### config.mk
export PLATFORM = sky130hd
export DESIGN_NAME = convolve_pipe
export DESIGN_NICKNAME = d
export VERILOG_FILES = /design/src/rtl/convolve_pipe.sv
export SDC_FILE = /design/constraint.sdc
export NUM_CORES = 2
export LEC_CHECK = 0
export CAP_MARGIN = 20
export CORE_UTILIZATION = 60
export DETAILED_ROUTE_END_ITERATION = 12
export PLACE_DENSITY = 0.88
export SLEW_MARGIN = 15
export SYNTH_ARGS = -nofsm -noshare
export SYNTH_HDL_FRONTEND = slang
export SYNTH_SLANG_ARGS = --single-unit
### constraint.sdc
create_clock -name clk -period 14.6 [get_ports clk]
set_input_delay 3.65 -clock clk [delete_from_list [all_inputs] [get_ports clk]]
set_output_delay 3.65 -clock clk [all_outputs]
set_load 0.02 [all_outputs]
### src/rtl/convolve_pipe.sv
// rtl/convolve_pipe.sv - pipelined KxK convolution MAC with round/saturate; CONV_RELU_EN clamps negatives to 0
module convolve_pipe #(
   parameter int FILTER_SIZE  = 3,
   parameter int DATA_W       = 8,
   parameter int COEF_W       = 8,
   parameter int OUT_W        = 16,
   parameter int SHIFT        = 0,
   parameter int IMAGE_WIDTH  = 9,
   parameter int IMAGE_HEIGHT = 9
) (
   input  logic                                        clk,
   input  logic                                        rst,
   input  logic                                        filt_load,
   input  logic [FILTER_SIZE*FILTER_SIZE*COEF_W-1:0]   filt_in,
   input  logic                                        win_valid,
   output logic                                        win_ready,
   input  logic [FILTER_SIZE*FILTER_SIZE*DATA_W-1:0]   window_in,
   output logic                                        out_valid,
   input  logic                                        out_ready,
   output logic [OUT_W-1:0]                            result,
   output logic                                        out_last,
   output logic                                        sat_flag
);

   localparam int K         = FILTER_SIZE;
   localparam int NE        = K * K;
   localparam int PROD_W    = DATA_W + COEF_W + 1;
   localparam int ACC_W     = PROD_W + $clog2(NE);
   localparam int FRAME_LEN = (IMAGE_WIDTH - K + 1) * (IMAGE_HEIGHT - K + 1);
   localparam int CNT_W     = (FRAME_LEN > 1) ? $clog2(FRAME_LEN) : 1;

   localparam logic [CNT_W-1:0] LAST_CNT = CNT_W'(FRAME_LEN - 1);

   // Output range and round-half-up constant, held one bit wider than the accumulator
   // so the rounding add can never wrap.
   localparam logic signed [ACC_W:0] MAX_V = (ACC_W+1)'((longint'(1) <<< (OUT_W - 1)) - 1);
   localparam logic signed [ACC_W:0] MIN_V = ~MAX_V;
   localparam logic signed [ACC_W:0] RND_C =
      (SHIFT > 0) ? (ACC_W+1)'(longint'(1) <<< ((SHIFT > 0) ? SHIFT - 1 : 0)) : '0;

   // Coefficient register
   logic [NE*COEF_W-1:0] coef_q;

   // Stage 1: per-element products
   logic signed [PROD_W-1:0] prod_d [NE];
   logic signed [PROD_W-1:0] prod_q [NE];
   logic                     v1_q;

   // Stage 2: per-row partial sums (splits the adder tree)
   logic signed [ACC_W-1:0]  row_d [K];
   logic signed [ACC_W-1:0]  row_q [K];
   logic                     v2_q;

   // Stage 3: full-precision accumulator
   logic signed [ACC_W-1:0]  acc_d;
   logic signed [ACC_W-1:0]  acc_q;
   logic                     v3_q;

   // Output stage: rounded, shifted, clipped result
   logic signed [ACC_W:0]    rnd_d;
   logic signed [ACC_W:0]    shf_d;
   logic [OUT_W-1:0]         res_d;
   logic                     sat_d;
   logic [OUT_W-1:0]         result_q;
   logic                     sat_q;
   logic                     out_valid_q;

   logic [CNT_W-1:0]         cnt_q;
   logic                     stall;
   logic                     advance;

   assign stall     = out_valid_q && !out_ready;
   assign advance   = !stall;
   assign win_ready = !stall;

   assign out_valid = out_valid_q;
   assign result    = result_q;
   assign sat_flag  = sat_q;
   assign out_last  = out_valid_q && (cnt_q == LAST_CNT);

   // Zero-extended pixel times sign-extended coefficient, using the coefficients held before this edge
   always_comb begin
      for (int i = 0; i < NE; i++) begin
         prod_d[i] = $signed(PROD_W'(window_in[i*DATA_W +: DATA_W]))
                   * $signed(PROD_W'($signed(coef_q[i*COEF_W +: COEF_W])));
      end
   end

   // Sign-extended sum of each kernel row
   always_comb begin
      for (int r = 0; r < K; r++) begin
         row_d[r] = '0;
         for (int c = 0; c < K; c++) begin
            row_d[r] = row_d[r] + ACC_W'(prod_q[r*K + c]);
         end
      end
   end

   // Sum of the row partials into the full-precision accumulator
   always_comb begin
      acc_d = '0;
      for (int r = 0; r < K; r++) begin
         acc_d = acc_d + row_q[r];
      end
   end

   // Round half up, arithmetic shift, clip to the output range, optional negative clamp
   always_comb begin
      rnd_d = (ACC_W+1)'(acc_q) + RND_C;
      shf_d = rnd_d >>> SHIFT;
      sat_d = 1'b0;
      res_d = shf_d[OUT_W-1:0];
      if (shf_d > MAX_V) begin
         res_d = MAX_V[OUT_W-1:0];
         sat_d = 1'b1;
      end else if (shf_d < MIN_V) begin
         res_d = MIN_V[OUT_W-1:0];
         sat_d = 1'b1;
      end
`ifdef CONV_RELU_EN
      if (res_d[OUT_W-1]) begin
         res_d = '0;
      end
`else
`endif
   end

   // Coefficient load; honoured even while the pipeline is stalled
   always_ff @(posedge clk) begin
      if (rst) begin
         coef_q <= '0;
      end else if (filt_load) begin
         coef_q <= filt_in;
      end
   end

   // Stage valid bits and output registers; everything holds while stalled
   always_ff @(posedge clk) begin
      if (rst) begin
         v1_q        <= 1'b0;
         v2_q        <= 1'b0;
         v3_q        <= 1'b0;
         out_valid_q <= 1'b0;
         result_q    <= '0;
         sat_q       <= 1'b0;
      end else if (advance) begin
         v1_q        <= win_valid;
         v2_q        <= v1_q;
         v3_q        <= v2_q;
         out_valid_q <= v3_q;
         if (v3_q) begin
            result_q <= res_d;
            sat_q    <= sat_d;
         end
      end
   end

   // Datapath registers; contents are only meaningful where the matching valid bit is set
   always_ff @(posedge clk) begin
      if (advance) begin
         prod_q <= prod_d;
         row_q  <= row_d;
         acc_q  <= acc_d;
      end
   end

   // Frame position counter, advanced per output transfer and wrapped after the last result
   always_ff @(posedge clk) begin
      if (rst) begin
         cnt_q <= '0;
      end else if (out_valid_q && out_ready) begin
         if (cnt_q == LAST_CNT) begin
            cnt_q <= '0;
         end else begin
            cnt_q <= cnt_q + 1'b1;
         end
      end
   end

endmodule

After elaboration in Yosys (flattened, before gate mapping)

Index checks and enable logic that the tools add are counted.

Flip-flop bits (word level): 336
Input port bits: 149
Word-level logic and storage cells: 54

$add $sub $neg: 9
Multipliers: 9
$lt $le $gt $ge: 2
Equal/unequal tests: 1
Multiplexer cells: 5
Bitwise logic cells: 1
Reductions and logical operators: 6

Operators by type and width:

| kind                                                             | count |
|---|---|
| multiplier 9 x 8 -> 17 bit                                       | 9 |
| adder 18 x 17 -> 19 bit                                          | 3 |
| adder 17 x 17 -> 18 bit                                          | 3 |
| adder 21 bit                                                     | 2 |
| two-way mux 16 bit                                               | 2 |
| greater-than comparator 21 x 16 -> 1 bit (second input constant) | 1 |
| less-than comparator 21 x 16 -> 1 bit (second input constant)    | 1 |
| adder 6 x 1 -> 6 bit (second input constant)                     | 1 |
| equality test 6 bit (second input constant)                      | 1 |
| two-way mux 6 bit                                                | 1 |
| logical AND 1 bit                                                | 3 |
| zero test 1 bit                                                  | 2 |
| two-way mux 1 bit                                                | 2 |
| AND reduction 2 bit                                              | 1 |
| inverter 1 bit                                                   | 1 |

Longest topological paths before layout

Depth after elaboration: 4
Mapped depth: 19
Gate-level depth less buffers: 19

Worst setup path before layout

No wires, ideal clock.

Kind: in2out
From: input out_ready
To: output win_ready
Data arrival time: 10.311 ns
Data required time: 10.950 ns
Path slack: 0.639 ns
Cell stages on the path: 2
Buffers on the path: 1
Cell sequence: nand2b_1 -> clkbuf_1

Longest elaborated chain between the ends: 3

Ends and longest elaborated chain:

| element            | line | text |
|---|---|---|
| start: declaration | 19   | `input logic out_ready,` |
| zero test 1 bit    | 72   | `assign stall = out_valid_q && !out_ready;` |
| logical AND 1 bit  | 72   |  |
| zero test 1 bit    | 74   | `assign win_ready = !stall;` |
| end: declaration   | 16   | `output logic win_ready,` |

No other way between the ends.

Worst setup path after layout

Same ends and word-level chain as after synthesis.

==> flow_summary.toml <==
[clocking]
clock_sinks = 330
post_cts_buffers = 0
clock_latency_ps = 590
clk_pin_slew_ps = 50
clockRootBuffer = "clkbuf_16"
clockBufferDepth = 3
cts.repair.resized = 0
tritoncts = "built"
cts_buffers = 42
h-tree-depth = 2
holdBufCountCts = 0

[status]
status = "finished clean"

[timing]
clock_skew_ps = 17.1
final.period_utilization = 0.644
fin_hold_ws_ps = 477
finalHoldViolCount = 0
final_max_slew_viol_count = 0
worst_pin_slew_ps = 967
finalSetupViolCount = 0
setup_ws_ps = 5200
fin_setup_tns_ps = 0
fin_crit_ps = 9400
fmax_ghz = 0.106
max_slew_margin = 0.356
rsz0062_at_grt = "no"

[yosys]
syn_nets = 4379
yosysUniqueCellTypes = 70
ys_async_sr_fraction = 0
postSynthCellCount = 3364
synthFlopType = "edfxtp_1"
synth-edff-count = 231
ys_ff_latch = 330
ys_seq_area_frac = 0.258
syn_area_mm2 = 0.0346
postSynthAreaPerCell_um2 = 10.3
yosysWarnings = 0

[drt]
wire_per_inst_um = 16.8
routed-via-count = 24100
drt-total-wl_um = 73000
drc = 0
dr.first_iter.drc_count = 1289
final_antenna_net_count = 0
viasPerCell = 5.55
first_pass_iters = 5

[floorplan]
ios = 169
fp.dieW_um = 242
std_cell_rows = 87
dieHeight_um = 242
start_util = 0.610
core_mm2 = 0.0567
die_area_mm2 = 0.0586

[setup_path]
crit_slowest_cell = "clkdlybuf4s50_1"
cp-end-kind = "output pin"
critical_path_class = "in -> out"
timing.rr.end = "prod_q[84]"
critPathArrivalTime_ps = 5750
crit_chain = "clkdlybuf4s50_1 -> nand2b_4 -> clkdlybuf4s50_1"
worstPathRequired_ps = 10950
critPathTopFamily = "buffers and inverters"
reg2reg_slack_ps = 9750
ff2ff_path_depth = 15
startpoint_type = "primary input"
crit_top_cell = "clkdlybuf4s50_1"
r2r_start = "coef_q[39]"
critPathBufInv = 2
critical_path_peak_fanout = 70
cpPeakStageDelay_ps = 800

[final_layout]
nets = 4568
seqCellArea_mm2 = 0.00892
multi_input_area_mm2 = 0.0235
drive_gt1_frac = 0.0287
diodes = 0
fill_cells = 4052
syn2layout_area_growth_pct = 11.4

[grt]
grtUsageTotal = 0.258
grt.overflow.total = 0
grt_pass1_wl_um = 123000
grt_max_degree = 90
antenna_found_initial = 3
grt_pass1_vias = 25300

[flow_run]
cap_violations = 0

[hold_path]
holdPathEnd = "out_valid"
hold_class = "reg -> reg"
min_from = "v3_q"
min_path_cells = 2

[power_and_ir_drop]
totalPowerFinal_w = 0.00551
leakagePower_nw = 18.9
p_per_area_mw_per_mm2 = 143
vdd_drop_max_uv = 140

[placement]
io_buffers = 168
dp_slack_ps = 5180
dp_hpwl_um = 56900
place.gp.congestion = 0.883
## flip-flops by register name (all words and copies together), names as in the netlist
register / flops
sat_flag: 1
coef_q: 72
row_q: 57
v3_q: 1
v2_q: 1
prod_q: 153
result: 16
v1_q: 1
out_valid: 1
acc_q: 21
cnt_q: 6
## cell families (layout without fill, tap and decap cells)
family                     count (synthesis)  in the layout  share of synthesized area
muxes                                     76             76                     0.0220
xor gates and xnor gates                 164            164                     0.0415
AOI/OAI and AO/OA                        335            335                     0.0629
DFF                                      330            330                      0.258
adders and majority gates                866            866                      0.401
buffers and inverters                    580            801                     0.0629
and+or+nand+nor                         1013           1013                      0.152
## where the power goes
group / total (W) / internal [W] / switching [W]
combinational: 0.00286 / 0.00128 / 0.00158
clock: 0.00103 / 0.000600 / 0.000431
sequential: 0.00162 / 0.00143 / 0.000192
## worst max-delay path by stage
| stage | endpoint | cells after the start | start |
|---|---|---|---|
| 2_1_floorplan | win_ready | 2 | out_ready |
| 3_3_place_gp | win_ready | 3 | out_ready |
| 3_5_place_dp | win_ready | 3 | out_ready |
| 4_1_cts | win_ready | 3 | out_ready |
| 5_1_grt | win_ready | 3 | out_ready |
| 6_report | win_ready | 3 | out_ready |
## cell type report
type | instances | share of cell area
multi-input combinational | 2454 | 0.610
inverter | 551 | 0.0537
tap | 756 | 0.0245
sequential | 330 | 0.231
clock buffer | 54 | 0.0290
timing repair buffer | 174 | 0.0452
clock inverter | 22 | 0.00607
## cells in the mapped netlist (all sizes together), types with 55 or more instances
master  number  area [um2]
dfxtp       99        1980
mux2i       76         761
o21ai       55         275
a21oi      129         653
ha         459        5740
edfxtp     231        6940
inv        551        2070
nand2b      62         388
nor2       213         800
fa         407        8150
nand2      192         721
and2       365        2280
xnor2      145        1270
## stage by stage
step / area, um2 / utilization / instances
after floorplan: 34600 / - / 3364
after global placement: 37200 / 0.655 / 4263
after detailed placement: 37200 / 0.655 / 4263
after CTS: 38500 / 0.679 / 4339
after global routing: 38500 / 0.680 / 4341
final: 38500 / 0.680 / 4341
## metal layers
layer  GRT usage  routed length [um]  share of wire
met5           0                  43        0.00059
met4      0.0864                2210          0.030
met3      0.0330                3310          0.045
met2       0.453               36700           0.50
met1       0.329               30800           0.42
## cell usage in the layout (no fill, tap or decap), types with 19 or more instances in the layout
cell type	n
edfxtp_1	231
nand2_1	192
xor2_1	19
fa_1	407
a21o_1	35
and2_1	365
xnor2_1	145
nor3_1	47
clkdlybuf4s50_1	166
mux2i_1	76
dfxtp_1	99
o21a_1	26
nand3_1	34
o21ai_0	38
clkbuf_16	42
a21oi_1	127
nand2b_1	61
or3_1	22
and3_1	19
nor2_1	213
ha_1	459
inv_1	551
nor2b_1	28
## tightest hold or removal path: cells and delay by family, from the launching register on
family / cells / cell delay (ps)
flops: 1 / 310
buf+inv: 1 / 60
compound gates: 1 / 60
Power figures use the tool's default switching activity.
